File: src/rtl/simple_processor_pkg.sv
// rtl/simple_processor_pkg.sv - shared processor types and shift-unit helpers
//
// Purpose: processor-wide DATA_WIDTH, the shift opcode encoding, and the
// small decode helpers shared by the shift pipeline and its stage slices.
// Ports: none (package).

package simple_processor_pkg;

  localparam int DATA_WIDTH = 32;

  typedef enum logic [2:0] {
    SH_SLL = 3'd0,
    SH_SRL = 3'd1,
    SH_SRA = 3'd2,
    SH_ROL = 3'd3,
    SH_ROR = 3'd4
  } shift_op_e;

  // How vacated bit positions are filled while shifting left.
  typedef enum logic [1:0] {
    FILL_ZERO = 2'd0,
    FILL_SIGN = 2'd1,
    FILL_ROT  = 2'd2
  } fill_mode_e;

  function automatic fill_mode_e op_fill(input logic [2:0] op);
    fill_mode_e f;
    case (op)
      SH_SRA:         f = FILL_SIGN;
      SH_ROL, SH_ROR: f = FILL_ROT;
      default:        f = FILL_ZERO;
    endcase
    return f;
  endfunction

  // Right-going ops are bit-reversed around a left-only shifter.
  function automatic logic op_is_right(input logic [2:0] op);
    return (op == SH_SRL) || (op == SH_SRA) || (op == SH_ROR);
  endfunction

  function automatic logic op_is_reserved(input logic [2:0] op);
    return op > SH_ROR;
  endfunction

endpackage

File: src/rtl/alu_shift_stage.sv
// rtl/alu_shift_stage.sv - combinational group of left-shift mux levels
//
// Purpose: applies mux levels BASE_LVL .. BASE_LVL+NUM_LVLS-1 of a left barrel
// shifter; level k shifts by 2**k when its amount bit is set.
// Ports:
//   data_i  partial result entering this group
//   amt_i   amount bits for this group's levels (bit 0 -> level BASE_LVL)
//   fill_i  fill mode for vacated low bits
//   sign_i  original operand MSB, used as fill for arithmetic shifts
//   data_o  partial result leaving this group

module alu_shift_stage
  import simple_processor_pkg::*;
#(
  parameter int DATA_WIDTH = simple_processor_pkg::DATA_WIDTH,
  parameter int BASE_LVL   = 0,
  parameter int NUM_LVLS   = 1
) (
  input  logic [DATA_WIDTH-1:0] data_i,
  input  logic [NUM_LVLS-1:0]   amt_i,
  input  fill_mode_e            fill_i,
  input  logic                  sign_i,
  output logic [DATA_WIDTH-1:0] data_o
);

  logic [DATA_WIDTH-1:0] d;
  logic [DATA_WIDTH-1:0] low_mask;
  int                    sh;

  always_comb begin
    d        = data_i;
    low_mask = '0;
    sh       = 0;
    for (int i = 0; i < NUM_LVLS; i++) begin
      if (amt_i[i]) begin
        sh       = 1 << (BASE_LVL + i);
        low_mask = ~({DATA_WIDTH{1'b1}} << sh);
        case (fill_i)
          FILL_SIGN: d = (d << sh) | (low_mask & {DATA_WIDTH{sign_i}});
          FILL_ROT:  d = (d << sh) | (d >> (DATA_WIDTH - sh));
          default:   d = d << sh;
        endcase
      end
    end
    data_o = d;
  end

endmodule

File: src/rtl/alu_shift_pipe.sv
// rtl/alu_shift_pipe.sv - pipelined barrel shifter for the ALU execute stage
//
// Purpose: SLL/SRL/SRA/ROL/ROR with register or immediate amount, spread over
// NUM_STAGES register stages with a global-stall valid/ready handshake.
// Ports:
//   clk, rst_n              clock, synchronous active-low reset
//   in_valid_i/in_ready_o   input handshake
//   rs1_data_i              value to shift
//   rs2_data_i, imm_i       shift amount sources (low SHIFT_WIDTH bits used)
//   use_imm_i               1 selects imm_i
//   op_i                    shift opcode (5..7 reserved)
//   tag_i/tag_o             sideband carried alongside the operation
//   flush_i                 drops every in-flight operation
//   out_valid_o/out_ready_i output handshake
//   result_o, err_o         result and reserved-opcode flag

module alu_shift_pipe
  import simple_processor_pkg::*;
#(
  parameter int DATA_WIDTH = simple_processor_pkg::DATA_WIDTH,
  parameter int NUM_STAGES = 2,
  parameter int TAG_WIDTH  = 5
) (
  input  logic                  clk,
  input  logic                  rst_n,
  input  logic                  in_valid_i,
  output logic                  in_ready_o,
  input  logic [DATA_WIDTH-1:0] rs1_data_i,
  input  logic [DATA_WIDTH-1:0] rs2_data_i,
  input  logic [DATA_WIDTH-1:0] imm_i,
  input  logic                  use_imm_i,
  input  logic [2:0]            op_i,
  input  logic [TAG_WIDTH-1:0]  tag_i,
  input  logic                  flush_i,
  output logic                  out_valid_o,
  input  logic                  out_ready_i,
  output logic [DATA_WIDTH-1:0] result_o,
  output logic [TAG_WIDTH-1:0]  tag_o,
  output logic                  err_o
);

  localparam int SHIFT_WIDTH    = $clog2(DATA_WIDTH);
  localparam int LVLS_PER_STAGE = (SHIFT_WIDTH + NUM_STAGES - 1) / NUM_STAGES;
  localparam int LAST           = NUM_STAGES - 1;

  function automatic logic [DATA_WIDTH-1:0] bit_rev(input logic [DATA_WIDTH-1:0] v);
    logic [DATA_WIDTH-1:0] r;
    for (int b = 0; b < DATA_WIDTH; b++) r[b] = v[DATA_WIDTH-1-b];
    return r;
  endfunction

  // Stage registers; index LAST is the output register.
  logic [NUM_STAGES-1:0]  vld_q, vld_d;
  logic [DATA_WIDTH-1:0]  data_q [NUM_STAGES];
  logic [DATA_WIDTH-1:0]  data_d [NUM_STAGES];
  logic [SHIFT_WIDTH-1:0] amt_q  [NUM_STAGES];
  logic [SHIFT_WIDTH-1:0] amt_d  [NUM_STAGES];
  logic [2:0]             op_q   [NUM_STAGES];
  logic [2:0]             op_d   [NUM_STAGES];
  logic [TAG_WIDTH-1:0]   tag_q  [NUM_STAGES];
  logic [TAG_WIDTH-1:0]   tag_d  [NUM_STAGES];
  logic [NUM_STAGES-1:0]  sign_q, sign_d;
  logic [NUM_STAGES-1:0]  err_q, err_d;

  // Combinational inputs/outputs of each stage's mux group.
  logic [NUM_STAGES-1:0]  st_vld;
  logic [DATA_WIDTH-1:0]  st_data [NUM_STAGES];
  logic [SHIFT_WIDTH-1:0] st_amt  [NUM_STAGES];
  logic [2:0]             st_op   [NUM_STAGES];
  logic [TAG_WIDTH-1:0]   st_tag  [NUM_STAGES];
  logic [NUM_STAGES-1:0]  st_sign;
  logic [NUM_STAGES-1:0]  st_err;
  logic [DATA_WIDTH-1:0]  st_res  [NUM_STAGES];
  logic [DATA_WIDTH-1:0]  final_res;
  logic                   adv;

  // The output register has consumed its amount/op/sign; upper amount bits
  // of the operands are architecturally ignored.
  logic unused_bits;
  assign unused_bits = ^{amt_q[LAST], op_q[LAST], sign_q[LAST],
                         rs2_data_i[DATA_WIDTH-1:SHIFT_WIDTH],
                         imm_i[DATA_WIDTH-1:SHIFT_WIDTH]};

  assign adv        = ~vld_q[LAST] | out_ready_i;
  assign in_ready_o = adv;

  always_comb begin
    st_vld[0]  = in_valid_i;
    st_data[0] = op_is_right(op_i) ? bit_rev(rs1_data_i) : rs1_data_i;
    st_amt[0]  = use_imm_i ? imm_i[SHIFT_WIDTH-1:0] : rs2_data_i[SHIFT_WIDTH-1:0];
    st_op[0]   = op_i;
    st_tag[0]  = tag_i;
    st_sign[0] = rs1_data_i[DATA_WIDTH-1];
    st_err[0]  = op_is_reserved(op_i);
    for (int s = 1; s < NUM_STAGES; s++) begin
      st_vld[s]  = vld_q[s-1];
      st_data[s] = data_q[s-1];
      st_amt[s]  = amt_q[s-1];
      st_op[s]   = op_q[s-1];
      st_tag[s]  = tag_q[s-1];
      st_sign[s] = sign_q[s-1];
      st_err[s]  = err_q[s-1];
    end
  end

  for (genvar s = 0; s < NUM_STAGES; s++) begin : g_stage
    localparam int BASE  = s * LVLS_PER_STAGE;
    localparam int AVAIL = SHIFT_WIDTH - BASE;
    localparam int NLVL  = (AVAIL < LVLS_PER_STAGE) ? ((AVAIL > 0) ? AVAIL : 0)
                                                    : LVLS_PER_STAGE;
    if (NLVL > 0) begin : g_lvls
      alu_shift_stage #(
        .DATA_WIDTH (DATA_WIDTH),
        .BASE_LVL   (BASE),
        .NUM_LVLS   (NLVL)
      ) u_stage (
        .data_i (st_data[s]),
        .amt_i  (st_amt[s][BASE +: NLVL]),
        .fill_i (op_fill(st_op[s])),
        .sign_i (st_sign[s]),
        .data_o (st_res[s])
      );
    end else begin : g_pass
      // Trailing stages with no levels left are pure pipeline registers.
      assign st_res[s] = st_data[s];
    end
  end

  // Undo the entry reversal and squash reserved ops before the output register
  // so result_o comes straight from a flop.
  assign final_res = st_err[LAST] ? '0
                   : (op_is_right(st_op[LAST]) ? bit_rev(st_res[LAST]) : st_res[LAST]);

  always_comb begin
    vld_d  = vld_q;
    sign_d = sign_q;
    err_d  = err_q;
    for (int s = 0; s < NUM_STAGES; s++) begin
      data_d[s] = data_q[s];
      amt_d[s]  = amt_q[s];
      op_d[s]   = op_q[s];
      tag_d[s]  = tag_q[s];
    end
    if (flush_i) begin
      vld_d = '0;
    end else if (adv) begin
      vld_d  = st_vld;
      sign_d = st_sign;
      err_d  = st_err;
      for (int s = 0; s < NUM_STAGES; s++) begin
        data_d[s] = st_res[s];
        amt_d[s]  = st_amt[s];
        op_d[s]   = st_op[s];
        tag_d[s]  = st_tag[s];
      end
      data_d[LAST] = final_res;
    end
  end

  always_ff @(posedge clk) begin
    if (!rst_n) begin
      vld_q  <= '0;
      sign_q <= '0;
      err_q  <= '0;
      for (int s = 0; s < NUM_STAGES; s++) begin
        data_q[s] <= '0;
        amt_q[s]  <= '0;
        op_q[s]   <= '0;
        tag_q[s]  <= '0;
      end
    end else begin
      vld_q  <= vld_d;
      sign_q <= sign_d;
      err_q  <= err_d;
      for (int s = 0; s < NUM_STAGES; s++) begin
        data_q[s] <= data_d[s];
        amt_q[s]  <= amt_d[s];
        op_q[s]   <= op_d[s];
        tag_q[s]  <= tag_d[s];
      end
    end
  end

  assign out_valid_o = vld_q[LAST];
  assign result_o    = data_q[LAST];
  assign tag_o       = tag_q[LAST];
  assign err_o       = err_q[LAST];

endmodule

File: config.mk
export PLATFORM = sky130hd
export DESIGN_NAME = alu_shift_pipe
export DESIGN_NICKNAME = d
export VERILOG_FILES = /design/src/rtl/simple_processor_pkg.sv /design/src/rtl/alu_shift_stage.sv /design/src/rtl/alu_shift_pipe.sv
export SDC_FILE = /design/constraint.sdc
export NUM_CORES = 1
export LEC_CHECK = 0
export CAP_MARGIN = 25
export CORE_ASPECT_RATIO = 0.75
export CORE_MARGIN = 2
export CORE_UTILIZATION = 37
export CTS_BUF_LIST = sky130_fd_sc_hd__clkbuf_8 sky130_fd_sc_hd__clkbuf_16
export DETAILED_ROUTE_END_ITERATION = 12
export GPL_ROUTABILITY_DRIVEN = 1
export PLACE_DENSITY = 0.72
export SLEW_MARGIN = 20
export SYNTH_ARGS = -nofsm -noshare
export SYNTH_HDL_FRONTEND = slang
export SYNTH_HIERARCHICAL = 1
export SYNTH_SLANG_ARGS = --single-unit
File: constraint.sdc
create_clock -name clk -period 2.4 [get_ports clk]
set_input_delay 0.36 -clock clk [delete_from_list [all_inputs] [get_ports clk]]
set_output_delay 0.36 -clock clk [all_outputs]
set_load 0.01 [all_outputs]
### Word level (Yosys, flattened, before mapping)

Memories as Yosys holds them, arrays and structs flattened.
Cells that the tools add are included.

* register bits after elaboration: 5
* RAM bits: 90
* memories: 4

Memories
* data_q: depth 2, width 32, read ports 2, clocked after memory_dff 0, write ports 2, line alu_shift_pipe.sv:54 `logic [DATA_WIDTH-1:0] data_q [NUM_STAGES];`
* amt_q: depth 2, width 5, read ports 1, clocked after memory_dff 0, write ports 2, line alu_shift_pipe.sv:56 `logic [SHIFT_WIDTH-1:0] amt_q [NUM_STAGES];`
* tag_q: depth 2, width 5, read ports 2, clocked after memory_dff 0, write ports 2, line alu_shift_pipe.sv:60 `logic [TAG_WIDTH-1:0] tag_q [NUM_STAGES];`
* op_q: depth 2, width 3, read ports 1, clocked after memory_dff 0, write ports 2, line alu_shift_pipe.sv:58 `logic [2:0] op_q [NUM_STAGES];`

* magnitude comparators: 1
* eq/ne operators: 14
* mux-type cells: 34
* bitwise operators: 22
* reduce and logical (&&, ||, !) cells: 9

Operators by type and width (count)
* 2-to-1 mux 32 bit: 10
* one-hot mux 32 bit (2 select lines): 5
* 2-to-1 mux 64 bit: 2
* bitwise OR 32 x 1 -> 32 bit: 2
* bitwise OR 32 x 16 -> 32 bit: 2
* bitwise OR 32 x 2 -> 32 bit: 2
* bitwise OR 32 x 4 -> 32 bit: 2
* bitwise OR 32 x 8 -> 32 bit: 2
* 2-to-1 mux 10 bit: 4
* 2-to-1 mux 5 bit: 5
* == test 3 x 2 -> 1 bit, second input constant: 4
* 2-to-1 mux 6 bit: 2
* bitwise OR 1 bit: 9
* one-hot mux 2 bit (2 select lines): 2
* == test 3 x 1 -> 1 bit, second input constant: 2
* == test 3 bit, second input constant: 2
* 2-to-1 mux 3 bit: 2
* OR reduction 2 bit: 3
* == test 2 x 1 -> 1 bit, second input constant: 2
* == test 2 bit, second input constant: 2
* logical OR 1 bit: 4
* > comparator 3 bit, second input constant: 1
* NOT 1 bit: 3
* AND reduction 3 bit: 1
* 4 further kinds: 5

### Logic depth before layout (Yosys ltp)

Gate-level depths: netlist of run 1.

* depth in word-level cells: 16
* depth in mapped cells: 12

### Hierarchy

The synthesis of run 1 kept the hierarchy.

Modules (own cells, without submodules)
* alu_shift_pipe: times used 1, cells each 400, area an instance 4144.0 um2, seq. area each 1731.7 um2
* alu_shift_stage (g_stage[0].g_lvls.u_stage): times used 1, cells each 138, area an instance 1199.9 um2, seq. area each 0.0 um2
* alu_shift_stage (g_stage[1].g_lvls.u_stage): times used 1, cells each 142, area an instance 1123.6 um2, seq. area each 0.0 um2

### Worst setup path before layout of run 1

Ideal clock, no wire load.

* path type: reg-to-reg
* start: memory op_q[0][0]
* end: memory data_q[1][16], in the netlist data_q[0][48]
* setup time: 92 ps
* arrival: 2573 ps
* required time: 2308 ps
* setup slack: -265 ps
* cell stages (with the launch flop): 12
* clock period less this slack: 2665 ps
* path through: edfxtp_1 > or3b_1 > buf_2 > buf_6 > nand2_1 > ha_1 > nand2b_1 > buf_6 > o221a_1 > a211oi_2 > a211oi_1 > o32ai_1

RTL lines (line)
* start: declaration: alu_shift_pipe.sv:58
* end: declaration: alu_shift_pipe.sv:54

==> results.toml, run 1 <==
[setup_path]
critPathMaxFanout = 11
crit_top_cell = "buf_4"
slowest_delay_ns = 0.41
worstPathRequired_ns = 2.64
slowest_stage = "edfxtp_1"
critPathCaptureType = "flop"
critical-path-top-delay-family = "compound AO/OA/AOI/OAI gates"
worstPathArrival_ns = 2.69
crit_buf_inv = 3
start_kind = "flop"
crit_type = "reg -> reg"
cp_cell_sequence = "buf_4 > nand3_1 > nand2_4 > buf_4 > inv_1 > ha_4 > a22oi_1 > o221a_1 > a211oi_4 > a211oi_1 > o32ai_1"

[power]
power_density_nw_per_um2 = 574
ir_drop_uv = 311
p_leak_uw = 0.00300
report.power.total_uw = 4770

[route]
top_layer = "met4"
dr.pass1.iters = 5
ant_nets = 0
vias_per_cell = 5.67
wl_per_cell_um = 17.7
drc = 0
num_vias = 5594
wl_met2_um = 7710
met1_length_um = 8710
route.met3.wl_um = 893
drt_iter0_markers = 401
wirelength_um = 17500

[yosys]
synth-seq-area-share_pct = 26.8
async_flop_share_pct = 0
synth-simple-area-share_pct = 6.25
synth_top_cell_by_area = "dfxtp_1"
synthTopCellsByArea = "dfxtp_1, mux2_2, a211oi_1, mux2i_1, a22o_1"
synth_area_um2 = 6470
synth-edff-count = 5
syn_nets = 795
synthXorXnorAreaFrac_pct = 0.387
synth_top_area_share_pct = 24.5
synth-seq-cells = 84
yosys_warnings = 6
synth_compound_area_share_pct = 30.5
syn_inst = 680
synth_top_family_by_area = "compound AO/OA/AOI/OAI gates"
synth-adder-area-share_pct = 0.967
ys_types = 53
synthMuxAreaShare_pct = 20.8
synthFlopType = "dfxtp_1"
avgSynthCellArea_um2 = 9.51

[clock_network]
cts_buffer_depth = 2
clock_latency_ns = 0.34
cts.sinks = 84
clkTransAtPathRegs_ns = 0.06
cts_root_buf = "clkbuf_16"
htree_levels = 3
cts_tree = "yes"
postCtsHoldBufs = 0
cts_made_buffers = 9

[sta]
slew_headroom_pct = 57.5
rsz0062_at_grt = "true"
fin_skew_ns = 0.00745
setup-violations-final = 4
fmax_mhz = 409
min_period_ns = 2.45
fin_ws_ns = -0.0453
tightest_slew_ns = 0.637
slew_viol_final = 0
timing.setup.tns_ns = -0.141
fin_hold_ws_ns = 0.444
report.final.hold_viol_count = 0
period_share_pct = 102

[floorplan]
io_pins = 150
die_w_um = 157
start_util_pct = 38.1
core_um2 = 17000
std_cell_rows = 41
dieArea_um2 = 18600
die_y_um = 118

[final_layout]
layout-drive-gt1-share_pct = 31.4
most-common-layout-cells = "clkdlybuf4s50_1, dfxtp_1, mux2_2"
mostFrequentLayoutCell = "clkdlybuf4s50_1"
area_growth_pct = 28.3
n_antenna_cell = 0
fin_nets = 861
final_util_pct = 48.9

[place]
dp_hpwl_um = 12800
io_buffers = 95
gp_congestion = 0.937

[grt]
grt_pass1_wl_um = 27900
grt_max_degree = 46
grt_pass1_vias = 5348
grt_util_all_layers_pct = 18.6
antenna_found_initial = 0
overflow = 0

[flow_run]
cap_violations = 0

[outcome]
violations = "negative setup slack"
status = "finished with violations"

[hold_path]
min_path_type = "in -> reg"
-- cell families after synthesis --
logic type	count (synthesis)
AO/OA/AOI/OAI	245
buffers and inverters	154
multiplexers	121
flip-flops	84
AND/OR/NAND/NOR	69
adder cells (fa/ha/maj)	5
XOR/XNOR	2
-- power by group --
group	internal (µW)	total, µW	switching (µW)
Combinational	899	1790	890
Sequential	1530	1640	108
Clock	793	1340	546
-- stage by stage --
stage | instance area, µm² | instances | setup slack, ns
after detailed placement | 7570 | 965 | -0.616
after global routing | 8300 | 987 | -0.136
after global placement | 7550 | 964 | -0.597
after CTS | 7970 | 983 | 0.00189
after floorplan | 6530 | 680 | -0.143
final | 8300 | 987 | -0.0453
-- worst paths after layout --
kind	startpoint	to	slack, ns	depth (start not counted)
max	op_q[0][0]$_SDFFCE_PN0P_	data_q[0][48]$_SDFFE_PN0P_	-0.05	11
min	op_i[0]	op_q[0][0]$_SDFFCE_PN0P_	0.44	2
max reg2reg	op_q[0][0]$_SDFFCE_PN0P_	data_q[0][48]$_SDFFE_PN0P_	-0.05	11
min reg2reg	data_q[0][45]$_SDFFE_PN0P_	data_q[0][45]$_SDFFE_PN0P_	0.46	2
-- final cells by class --
| class | instances | area, µm² |
|---|---|---|
| clock buffers | 9 | 225 |
| multi-input cells | 442 | 4240 |
| flip-flops and latches | 84 | 1730 |
| inverters | 52 | 195 |
| fillers | 1587 | 8680 |
| well taps | 236 | 295 |
| clock inverters | 7 | 60.1 |
| repair buffers | 157 | 1550 |
-- synth_stat cells, drive strengths merged (3+ instances only) --
cell and number:
nor3b 4, o21ai 3, and2 7, or2b 3, a21oi 20, mux2 75, buf 92, edfxtp 5
nor2 16, o22ai 23, o2111ai 8, o221a 8, nand2 15, a211oi 83, a221oi 3, mux2i 44
a22o 45, a22oi 8, clkbuf 10, dfxtp 79, o32ai 40, nor2b 7, nand2b 9, ha 5
inv 52
-- sequential cells by signal, summed over array words and instances (netlist names) --
signal and count:
data_q 64, tag_q 10, op_q 3, amt_q 2
err_q 2, vld_q 2, sign_q 1
-- per-layer routing --
layer	vias to the layer above	track usage [%]
li1	2714	-
met1	2690	26.5
met2	172	27.6
met3	18	4.88
met4	0	4.70
met5	-	0
-- worst register-to-register path, stage by stage, from the launching register on --
cell and delay, ns:
edfxtp_1 0.41, buf_4 0.18, nand3_1 0.12, nand2_4 0.08
buf_4 0.13, inv_1 0.08, ha_4 0.25, a22oi_1 0.14
o221a_1 0.28, a211oi_4 0.29, a211oi_1 0.10, o32ai_1 0.29
-- timing repair --
item,4_1_cts,5_1_grt
pin swaps,2,20
endpoints found under the setup margin,39,60
cloned,1,0
gates resized for setup,25,53
buffers inserted,1,4
Note: power is estimated with default switching activity, not from simulation.
==> inputs of run 2 (changes only) <==
--- a/config.mk
+++ b/config.mk
@@ -12,6 +12,7 @@
 export CTS_BUF_LIST = sky130_fd_sc_hd__clkbuf_8 sky130_fd_sc_hd__clkbuf_16
 export DETAILED_ROUTE_END_ITERATION = 12
 export GPL_ROUTABILITY_DRIVEN = 1
+export HOLD_SLACK_MARGIN = 0.02
 export PLACE_DENSITY = 0.72
 export SLEW_MARGIN = 20
 export SYNTH_ARGS = -nofsm -noshare
==> constraint.sdc (replaced) <==
create_clock -name clk -period 2.4 [get_ports clk]
set_input_delay 0.48 -clock clk [delete_from_list [all_inputs] [get_ports clk]]
set_output_delay 0.48 -clock clk [all_outputs]
set_load 0.01 [all_outputs]
==> results.toml, run 2 (same netlist as run 1, synthesis figures left out) <==
[grt]
grt_pass1_wl_um = 28600
antenna_found_initial = 0
overflow = 0
grt_max_degree = 46
grt_util_all_layers_pct = 19.1
grt_pass1_vias = 5376

[final_layout]
top_register = "data_q"
n_antenna_cell = 0
most-common-layout-cells = "clkdlybuf4s50_1, dfxtp_1, mux2_2"
mostFrequentLayoutCell = "clkdlybuf4s50_1"
finalNonFillerCells = 993
fin_area_um2 = 8640
largest_reg_flops = 64
top_regs = "data_q x64, tag_q x10, op_q x3"
layout-drive-gt1-share_pct = 36.3
fin_nets = 870
area_growth_pct = 33.6

[power]
netSwitchingFraction_pct = 33.4
pwr-share-clk_pct = 25.1
p_comb_share_pct = 40.9
p_leak_uw = 0.00310
p_switching_uw = 1610
power.share.sequential_pct = 34.0
p_int_uw = 3210
report.power.total_uw = 4820
power_density_nw_per_um2 = 558
ir_drop_uv = 288

[sta]
fmax_mhz = 413
timing.setup.tns_ns = -0.0241
setup-violations-final = 1
rsz0062_at_grt = "true"
tightest_slew_ns = 0.699
slew_headroom_pct = 53.2
slew_viol_final = 0
period_share_pct = 101
fin_ws_ns = -0.0241
min_period_ns = 2.42
report.final.hold_viol_count = 0
fin_skew_ns = 0.00570

[setup_path]
crit_type = "in -> reg"
timing.rr.start = "op_q[0][0]$_SDFFCE_PN0P_"
crit_buf_inv = 4
worstPathRequired_ns = 2.64
critical-path-top-delay-family = "multiplexers"
critPathMaxFanout = 7
rr_worst_depth = 12
slowest_delay_ns = 0.35
start_kind = "input pin"
crit_top_cell = "buf_12"
reg2reg_slack_ns = 0.01
crit_path_start = "op_i[1]"
cp_cell_sequence = "clkdlybuf4s15_2 > nor3b_2 > a21oi_4 > buf_12 > buf_6 > buf_12 > mux2_2 > mux2_4 > mux2i_1 > o22ai_1 > a22o_1"
r2r-end = "data_q[0][48]$_SDFFE_PN0P_"
slowest_stage = "mux2_2"
worstPathArrival_ns = 2.66
critPathCaptureType = "flop"

[route]
num_vias = 5721
vias_per_cell = 5.76
wl_per_cell_um = 18.7
drc = 0
wirelength_um = 18600
dr.pass1.iters = 4
drt_iter0_markers = 337
ant_nets = 0

[floorplan]
core_um2 = 17000
start_util_pct = 38.1
die_w_um = 157
std_cell_rows = 41
dieArea_um2 = 18600
io_pins = 150
die_y_um = 118

[place]
dpl_worst_slack_ns = -0.684
dp_hpwl_um = 12600
io_buffers = 95
gp_congestion = 0.946
place_inst = 964
dpl_cell_area_um2 = 7570

[clock_network]
cts.sinks = 84
postCtsHoldBufs = 0
clock_latency_ns = 0.35
cts_root_buf = "clkbuf_16"
cts_tree = "yes"
htree_levels = 3
cts_buffer_depth = 2
cts_made_buffers = 9
clkTransAtPathRegs_ns = 0.06

[outcome]
violations = "negative setup slack"
status = "finished with violations"

[hold_path]
min_from = "vld_q[0]$_SDFFE_PP0N_"
hold_depth = 2
min_path_type = "reg -> reg"
worstHoldEndpoint = "vld_q[0]$_SDFFE_PP0N_"

[flow_run]
cap_violations = 0
-- run 2: repair_timing --
| item | in CTS | in global routing |
|---|---|---|
| setup endpoints to repair | 47 | 64 |
| pin swaps | 8 | 18 |
| buffers inserted | 3 | 11 |
| gates resized for setup | 66 | 72 |
| gates cloned | 3 | 0 |
-- run 2: area by class of cell --
class	instances	area, µm²
Fill cell	1545	8340
Inverter	52	195
Timing Repair Buffer	166	1700
Clock buffer	9	225
Sequential cell	84	1730
Multi-Input combinational cell	442	4480
Tap cell	236	295
Clock inverter	4	20.0
-- run 2: through the flow --
stage                     util (%)  hold WS, ns
after global placement        44.5        0.442
after CTS                     48.3        0.460
after floorplan                  -        0.430
after detailed placement      44.6        0.453
final                         50.9        0.457
after global routing          50.9        0.478
-- run 2: worst max-delay path by stage --
stage | depth (start not counted) | endpoint | slack [ns]
global route | 11 | data_q[0][47]$_SDFFE_PN0P_ | -0.10
finish | 11 | data_q[0][15]$_SDFFE_PN0P_ | -0.02
CTS | 9 | data_q[0][59]$_SDFFE_PN0P_ | 0.0006
global placement | 11 | data_q[0][23]$_SDFFE_PN0P_ | -0.63
floorplan | 9 | data_q[0][48]$_SDFFE_PN0P_ | -0.14
detailed placement | 10 | data_q[0][0]$_SDFFE_PN0P_ | -0.68
-- run 2: power groups by stage --
stage / Combinational, µW / Clock, µW / Sequential, µW
global placement: 1590 / 0 / 1660
CTS: 1780 / 1240 / 1630
global route: 2100 / 1290 / 1650
detailed placement: 1610 / 0 / 1660
floorplan: 1200 / 0 / 1620
finish: 1970 / 1210 / 1640
-- run 2: layer usage --
metal / share of wire (%) / vias to the layer above / track usage, %
li1: - / 2741 / -
met2: 45 / 195 / 28.2
met1: 48 / 2759 / 28.0
met5: 0 / - / 0
met3: 5.6 / 26 / 3.92
met4: 1.6 / 0 / 5.22
-- run 2: tightest hold or removal path, cell delays in order, from the launching register on --
cell and delay (ns):
dfxtp_1 0.31, nand2_1 0.05, a21oi_1 0.05
